==> config.mk <==
export PLATFORM = sky130hd
export DESIGN_NAME = ad7760_stream_ctrl
export DESIGN_NICKNAME = d
export VERILOG_FILES = /design/src/rtl/ad7760_pkg.sv /design/src/rtl/ad7760_bus_strobe.sv /design/src/rtl/ad7760_stream_ctrl.sv
export SDC_FILE = /design/constraint.sdc
export NUM_CORES = 1
export LEC_CHECK = 0
export ABC_AREA = 1
export BUFFER_PORTS_ARGS = -buffer_cell sky130_fd_sc_hd__buf_2
export CORE_MARGIN = 3
export CORE_UTILIZATION = 30
export CTS_BUF_LIST = sky130_fd_sc_hd__clkbuf_8
export CTS_CLUSTER_SIZE = 30
export DETAILED_ROUTE_END_ITERATION = 7
export GPL_TIMING_DRIVEN = 0
export SYNTH_ARGS = -nofsm -noshare
export SYNTH_HDL_FRONTEND = slang
export SYNTH_SLANG_ARGS = --single-unit
==> constraint.sdc <==
create_clock -name mclk -period 4 [get_ports mclk]
set_clock_uncertainty 0.15 [all_clocks]
set_input_delay 0.8 -clock mclk [delete_from_list [all_inputs] [get_ports mclk]]
set_output_delay 0.8 -clock mclk [all_outputs]
set_load 0.05 [all_outputs]
==> src/rtl/ad7760_pkg.sv <==
// Shared types and constants for the AD7760 stream controller: FSM states,
// default control-register writes and the packing of the 32-bit FIFO word.
package ad7760_pkg;

    typedef enum logic [3:0] {
        ST_RST_PULSE,
        ST_RST_WAIT,
        ST_WR_ADDR,
        ST_WR_GAP,
        ST_WR_VAL,
        ST_SETTLE,
        ST_IDLE,
        ST_WAIT_DRDY,
        ST_RD_HI,
        ST_RD_GAP,
        ST_RD_LO,
        ST_PUSH
    } state_e;

    localparam int CNT_W = 16;

    localparam logic [15:0] CR1_ADDR = 16'h0001;
    localparam logic [15:0] CR1_DEF  = 16'h0000;
    localparam logic [15:0] CR2_ADDR = 16'h0002;
    localparam logic [15:0] CR2_DEF  = 16'h0022;
    localparam logic [63:0] CFG_DEFAULT = {CR1_ADDR, CR1_DEF, CR2_ADDR, CR2_DEF};

    localparam int FD_SAMPLE_LSB = 8;
    localparam int FD_SAMPLE_W   = 24;
    localparam int FD_STATUS_LSB = 0;
    localparam int FD_STATUS_W   = 8;

    function automatic logic [31:0] pack_word(input logic [FD_SAMPLE_W-1:0] sample,
                                              input logic [FD_STATUS_W-1:0] status);
        logic [31:0] w;
        w = '0;
        w[FD_SAMPLE_LSB +: FD_SAMPLE_W] = sample;
        w[FD_STATUS_LSB +: FD_STATUS_W] = status;
        return w;
    endfunction

endpackage

==> src/rtl/ad7760_bus_strobe.sv <==
// Cycle timer shared by every timed controller state; restarts on clr_i and
// flags the first and last cycle of a len_i-cycle interval.
module ad7760_bus_strobe
    import ad7760_pkg::*;
(
    input  logic             clk,
    input  logic             rst_n,
    input  logic             clr_i,
    input  logic [CNT_W-1:0] len_i,
    output logic             first_o,
    output logic             done_o
);

    logic [CNT_W-1:0] cnt_q, cnt_d;

    always_comb begin
        cnt_d = clr_i ? '0 : cnt_q + 1'b1;
    end

    always_ff @(posedge clk or negedge rst_n) begin
        if (!rst_n) cnt_q <= '0;
        else        cnt_q <= cnt_d;
    end

    assign first_o = (cnt_q == '0);
    assign done_o  = (cnt_q == len_i - 1'b1);

endmodule

==> src/rtl/ad7760_stream_ctrl.sv <==
// AD7760 controller: reset pulse, control-register writes, then streams
// 24-bit samples plus status into a FIFO on each synchronised DRDY edge.
module ad7760_stream_ctrl
    import ad7760_pkg::*;
#(
    parameter int                     NUM_CFG     = 2,
    parameter logic [NUM_CFG*32-1:0]  CFG_TABLE   = CFG_DEFAULT,
    parameter int                     RST_LOW_CYC = 4,
    parameter int                     STROBE_CYC  = 8,
    parameter int                     SETTLE_CYC  = 6
) (
    input  logic        mclk,
    input  logic        i_rest_n,
    input  logic        command,
    input  logic        drdy_n,
    input  logic [15:0] db_in,
    output logic [15:0] db_out,
    output logic        db_oe,
    output logic        r_n_w,
    output logic        cs_n,
    output logic        o_rest_n,
    output logic [31:0] fifo_data,
    output logic        wrreq,
    input  logic        fifo_full,
    output logic        cfg_done,
    output logic        overrun,
    output logic [15:0] sample_cnt
);

    localparam int NWORDS = 2 * NUM_CFG;
    localparam logic [CNT_W-1:0] RST_LEN    = CNT_W'(RST_LOW_CYC);
    localparam logic [CNT_W-1:0] STB_LEN    = CNT_W'(STROBE_CYC);
    localparam logic [CNT_W-1:0] SETTLE_LEN = CNT_W'(SETTLE_CYC);

    function automatic logic [15:0] cfg_word(input logic [4:0] idx);
        int sh;
        sh = (NWORDS - 1 - int'(idx)) * 16;
        return CFG_TABLE[sh +: 16];
    endfunction

    state_e state_q, state_d;
    logic [4:0]  wr_idx_q, wr_idx_d, next_idx;
    logic [15:0] hi_q, hi_d;
    logic        sync1_q, sync2_q, sync3_q, drdy_fall;
    logic        tmr_first, tmr_done;
    logic [CNT_W-1:0] tmr_len;
    logic        push, in_read;

    logic [15:0] db_out_q, db_out_d;
    logic        db_oe_q, db_oe_d, r_n_w_q, r_n_w_d, cs_n_q, cs_n_d;
    logic        o_rest_n_q, o_rest_n_d;
    logic [31:0] fifo_data_q, fifo_data_d;
    logic        wrreq_q, wrreq_d, cfg_done_q, cfg_done_d, overrun_q, overrun_d;
    logic [15:0] sample_cnt_q, sample_cnt_d;

    assign drdy_fall = sync3_q & ~sync2_q;

    always_comb begin
        case (state_q)
            ST_RST_PULSE, ST_RST_WAIT: tmr_len = RST_LEN;
            ST_SETTLE:                 tmr_len = SETTLE_LEN;
            default:                   tmr_len = STB_LEN;
        endcase
    end

    ad7760_bus_strobe u_strobe (
        .clk     (mclk),
        .rst_n   (i_rest_n),
        .clr_i   (state_d != state_q),
        .len_i   (tmr_len),
        .first_o (tmr_first),
        .done_o  (tmr_done)
    );

    always_comb begin
        state_d  = state_q;
        wr_idx_d = wr_idx_q;
        case (state_q)
            ST_RST_PULSE: if (tmr_done) state_d = ST_RST_WAIT;
            ST_RST_WAIT:  if (tmr_done) state_d = ST_WR_ADDR;
            ST_WR_ADDR,
            ST_WR_VAL:    if (tmr_done) state_d = ST_WR_GAP;
            ST_WR_GAP: begin
                if (tmr_done) begin
                    wr_idx_d = wr_idx_q + 5'd1;
                    if (wr_idx_q == 5'(NWORDS - 1)) state_d = ST_SETTLE;
                    else if (!wr_idx_q[0])          state_d = ST_WR_VAL;
                    else                            state_d = ST_WR_ADDR;
                end
            end
            ST_SETTLE:    if (tmr_done) state_d = ST_IDLE;
            ST_IDLE:      if (command) state_d = ST_WAIT_DRDY;
            ST_WAIT_DRDY: begin
                if (!command)       state_d = ST_IDLE;
                else if (drdy_fall) state_d = ST_RD_HI;
            end
            ST_RD_HI:     if (tmr_done) state_d = ST_RD_GAP;
            ST_RD_GAP:    if (tmr_done) state_d = ST_RD_LO;
            ST_RD_LO:     if (tmr_done) state_d = ST_PUSH;
            ST_PUSH:      state_d = command ? ST_WAIT_DRDY : ST_IDLE;
            default:      state_d = ST_RST_PULSE;
        endcase
    end

    // Bus pins decode from the next state so they change on the same edge as the FSM.
    always_comb begin
        o_rest_n_d = (state_d != ST_RST_PULSE);
        cs_n_d     = !(state_d inside {ST_WR_ADDR, ST_WR_VAL, ST_RD_HI, ST_RD_LO});
        r_n_w_d    = !(state_d inside {ST_WR_ADDR, ST_WR_GAP, ST_WR_VAL});
        db_oe_d    = (state_d inside {ST_RST_WAIT, ST_WR_ADDR, ST_WR_GAP, ST_WR_VAL});
    end

    // The next table word is loaded after the first gap cycle, so it is held one
    // cycle past the previous cs_n rise and set up before the next cs_n fall.
    assign next_idx = (state_q == ST_RST_WAIT) ? 5'd0 : wr_idx_q + 5'd1;

    always_comb begin
        db_out_d = db_out_q;
        if ((state_q == ST_RST_WAIT || state_q == ST_WR_GAP) && tmr_first &&
            int'(next_idx) < NWORDS)
            db_out_d = cfg_word(next_idx);
    end

    // fifo_full is sampled on the edge into PUSH so wrreq can stay registered.
    assign push    = (state_q == ST_RD_LO) && tmr_done;
    assign in_read = (state_q inside {ST_RD_HI, ST_RD_GAP, ST_RD_LO, ST_PUSH});

    always_comb begin
        hi_d         = (state_q == ST_RD_HI && tmr_done) ? db_in : hi_q;
        fifo_data_d  = push ? pack_word({hi_q, db_in[15:8]}, db_in[7:0]) : fifo_data_q;
        wrreq_d      = push && !fifo_full;
        sample_cnt_d = sample_cnt_q + {15'd0, wrreq_d};
        overrun_d    = overrun_q | (push && fifo_full) | (drdy_fall && in_read);
        cfg_done_d   = cfg_done_q | (state_q == ST_SETTLE && tmr_done);
    end

    always_ff @(posedge mclk or negedge i_rest_n) begin
        if (!i_rest_n) begin
            state_q      <= ST_RST_PULSE;
            wr_idx_q     <= '0;
            hi_q         <= '0;
            sync1_q      <= 1'b1;
            sync2_q      <= 1'b1;
            sync3_q      <= 1'b1;
            db_out_q     <= '0;
            db_oe_q      <= 1'b0;
            r_n_w_q      <= 1'b1;
            cs_n_q       <= 1'b1;
            o_rest_n_q   <= 1'b0;
            fifo_data_q  <= '0;
            wrreq_q      <= 1'b0;
            cfg_done_q   <= 1'b0;
            overrun_q    <= 1'b0;
            sample_cnt_q <= '0;
        end else begin
            state_q      <= state_d;
            wr_idx_q     <= wr_idx_d;
            hi_q         <= hi_d;
            sync1_q      <= drdy_n;
            sync2_q      <= sync1_q;
            sync3_q      <= sync2_q;
            db_out_q     <= db_out_d;
            db_oe_q      <= db_oe_d;
            r_n_w_q      <= r_n_w_d;
            cs_n_q       <= cs_n_d;
            o_rest_n_q   <= o_rest_n_d;
            fifo_data_q  <= fifo_data_d;
            wrreq_q      <= wrreq_d;
            cfg_done_q   <= cfg_done_d;
            overrun_q    <= overrun_d;
            sample_cnt_q <= sample_cnt_d;
        end
    end

    assign db_out     = db_out_q;
    assign db_oe      = db_oe_q;
    assign r_n_w      = r_n_w_q;
    assign cs_n       = cs_n_q;
    assign o_rest_n   = o_rest_n_q;
    assign fifo_data  = fifo_data_q;
    assign wrreq      = wrreq_q;
    assign cfg_done   = cfg_done_q;
    assign overrun    = overrun_q;
    assign sample_cnt = sample_cnt_q;

endmodule

==> reports/metrics.yaml <==
place:
  place_inst: 799
  buffer_ports.inserted: 78
  dpl.hpwl_um: 7490
  gp_congestion: 0.847
run:
  cap_violations: 0
layout:
  final_core_utilization_pct: 36.9
  mostFrequentLayoutCell: "sky130_fd_sc_hd__dfrtp_1"
  top_library_cells_by_usage_in_the_layout_fill_and_taps_aside: "sky130_fd_sc_hd__dfrtp_1, sky130_fd_sc_hd__inv_1, sky130_fd_sc_hd__buf_2"
  fraction_of_final_layout_cells_with_drive_strength_greater_than_1_pct: 25.5
  instances_no_fill: 815
  final_net_count: 620
  flow.area_growth_from_synthesis_pct: 20.1
  antenna-diode-count: 0
drt:
  drt_pass1_iterations: 4
  residual_drc_count: 0
  wl_per_cell_um: 12.2
  drt_first_iter_violations: 127
  ant_nets: 0
  finalWirelength_um: 9970
  num_vias: 3453
  via_per_inst: 4.24
clocking:
  cts_num_sinks: 102
  clk_root_buffer_cell: "sky130_fd_sc_hd__clkbuf_8"
  cts.path.max_buffers: 2
  tritoncts: "done"
  cts_buf_count: 9
  clk-insertion-delay-late_ps: 380
  cts_max_level: 3
  cts.hold.buffers_added: 0
  worst_setup_hold_path_clk_slew_ps: 100
grt:
  largest_net_degree_at_the_start_of_global_routing: 63
  gr-usage-all-layers_pct: 11.8
  antenna_found_initial: 0
  grt_first_pass_wirelength_um: 17000
  globalRoute.totalOverflow: 0
  number_of_global_route_vias_before_repair: 3457
timing:
  fmax_mhz: 287
  timing.final.crit_share_pct: 87.1
  setup_viol: 0
  grt_setup_unrepaired: "no"
  final-max-slew-violation-count: 0
  finalWorstPathRequiredPeriod_ps: 3480
  timing_hold_violations_final: 0
  fin_tns_setup_ps: 0
  worst_pin_slew_ps: 579
  relSlewSlack_pct: 61.4
synth:
  synth-compound-area-share_pct: 2.35
  synthesis.area_per_instance_um2: 9.96
  synth.mux.area_fraction_pct: 10.0
  seq_area_frac_synth_pct: 52.2
  yosys_register_bits: 102
  primary_ff_master_synth: "sky130_fd_sc_hd__dfrtp_1"
  yosys.area_share.xor_xnor_pct: 5.72
  synth-warning-count: 0
  netlist_instances: 492
  synthDistinctLibCells: 37
  post_synth_and_or_nand_nor_area_fraction_pct: 18.8
  synth-edff-count: 0
  yosys.area_share.adder_pct: 1.28
  share_of_synthesized_flip_flops_with_an_asynchronous_set_or_reset_pct: 100
  synth_top_family_by_area: "simple AND/OR/NAND/NOR gates"
  mappedNetlistArea_um2: 4900
worst_setup_path:
  endpoint_kind: "flip-flop"
  worst-path-max-fanout: 7
  cp_data_required_time_ps: 4120
  cp-start-kind: "flip-flop"
  timing.critical_path.arrival_ps: 3600
  worstSetupPathType: "flip-flop to flip-flop"
die:
  placementRows: 46
  start_util_pct: 30.7
  floorplan.die_area_um2: 17900
  die_w_um: 134
  floorplan.die.height_um: 134
  num_io_pins: 92
  core_area_um2: 15900
power:
  power.density_nw_per_um2: 336
  peak_ir_drop_on_the_vdd_network_v: 0.000262
  leakage_nw: 3.46
outcome:
  run_status: "finished, final reports clean"
worst_hold_path:
  hp-class: "flip-flop to flip-flop"
## cells in the mapped netlist (all sizes together) (4+ instances only)
cell / count / area share (%)
mux2i: 48 / 9.8
nand3b: 4 / 0.61
nor2: 61 / 6.9
inv: 87 / 6.7
nand3: 27 / 3.6
nor3: 6 / 0.61
nand4: 7 / 0.89
dfrtp: 97 / 50
o21ai: 13 / 1.3
xnor2: 9 / 1.6
buf: 18 / 2.7
xor2: 23 / 4.1
nand2: 67 / 5.6
ha: 5 / 1.3
dfstp: 5 / 2.7
## layer usage
metal  share of wire [%]  GRT usage, %  vias up  routed length (um)
li1                    -             -     1713                   -
met1                  45          15.4     1643                4470
met2                  48          18.8       85                4760
met3                 6.0          3.75       12                 602
met4                 1.3          3.31        0                 134
met5                   0             0        -                   0
## critical path, cell delays in order, from the launching register on
cell and delay (ps):
sky130_fd_sc_hd__dfrtp_1 370, sky130_fd_sc_hd__clkbuf_1 170, sky130_fd_sc_hd__nor2_1 140, sky130_fd_sc_hd__nand2_1 70
sky130_fd_sc_hd__nor2_2 140, sky130_fd_sc_hd__nand3_1 120, sky130_fd_sc_hd__nor2_1 200, sky130_fd_sc_hd__nand2_1 90
sky130_fd_sc_hd__nor3_2 260, sky130_fd_sc_hd__ha_1 240, sky130_fd_sc_hd__ha_1 190, sky130_fd_sc_hd__nand3_1 120
sky130_fd_sc_hd__nor3_1 270, sky130_fd_sc_hd__nand3_1 200, sky130_fd_sc_hd__nor2_1 200, sky130_fd_sc_hd__nand3_1 130
sky130_fd_sc_hd__nor2_1 110, sky130_fd_sc_hd__nand2_1 70, sky130_fd_sc_hd__xor2_1 140
## what timing repair did
item	in CTS	in global routing
setup endpoints to repair	0	1
gates resized for setup	0	1
setup buffers	0	0
## per-stage QoR
stage	setup slack [ps]	hold slack [ps]	power, mW	area, um^2
5_1_grt	156	223	2.07	5890
3_5_place_dp	313	205	1.21	5640
3_3_place_gp	324	199	1.21	5610
6_report	516	217	1.98	5890
2_1_floorplan	1050	195	1.16	4940
4_1_cts	279	219	2.02	5880
## registers in the layout, indices dropped and copies added, names as in the netlist
register,cells
sample_cnt,16
state_q,4
hi_q,16
sync3_q,1
fifo_data,32
overrun,1
wrreq,1
cs_n,1
db_out,3
r_n_w,1
sync2_q,1
wr_idx_q,5
u_strobe.cnt_q,16
cfg_done,1
o_rest_n,1
db_oe,1
sync1_q,1
## kinds of logic after synthesis
family,Yosys count
AOI/OAI and AO/OA,20
xor gates and xnor gates,32
adders and majority gates,5
buffers and inverters,107
DFF,102
muxes,49
other,1
and+or+nand+nor,176
## where the power goes
group | switching (mW) | total (mW) | internal, mW | leakage, nW
Combinational | 0.0981 | 0.132 | 0.0340 | 2.07
Clock | 0.368 | 0.786 | 0.417 | 0.112
Sequential | 0.00929 | 1.06 | 1.05 | 1.28
Total | 0.476 | 1.98 | 1.50 | 3.46
## final timing paths
check / from / endpoint / slack, ps / cells after the start
max in group asynchronous: i_rest_n / cs_n / 2680 / 2
hold / removal: sync1_q / sync2_q / 220 / 0
min in group asynchronous: i_rest_n / cfg_done / 270 / 1
setup reg to reg: u_strobe.cnt_q[10] / sample_cnt[14] / 520 / 18
setup / recovery: u_strobe.cnt_q[10] / sample_cnt[14] / 520 / 18
hold reg to reg: sync1_q / sync2_q / 220 / 0
## final cells by class
cell class	count	area, um^2
Tap cell	216	270
Clock buffer	9	124
Timing Repair Buffer	79	420
Fill cell	1626	10100
Multi-Input combinational cell	295	1920
Clock inverter	7	121
Sequential cell	102	2560
Inverter	87	327
Buffer	20	140
(Power assumes the default switching activity.)
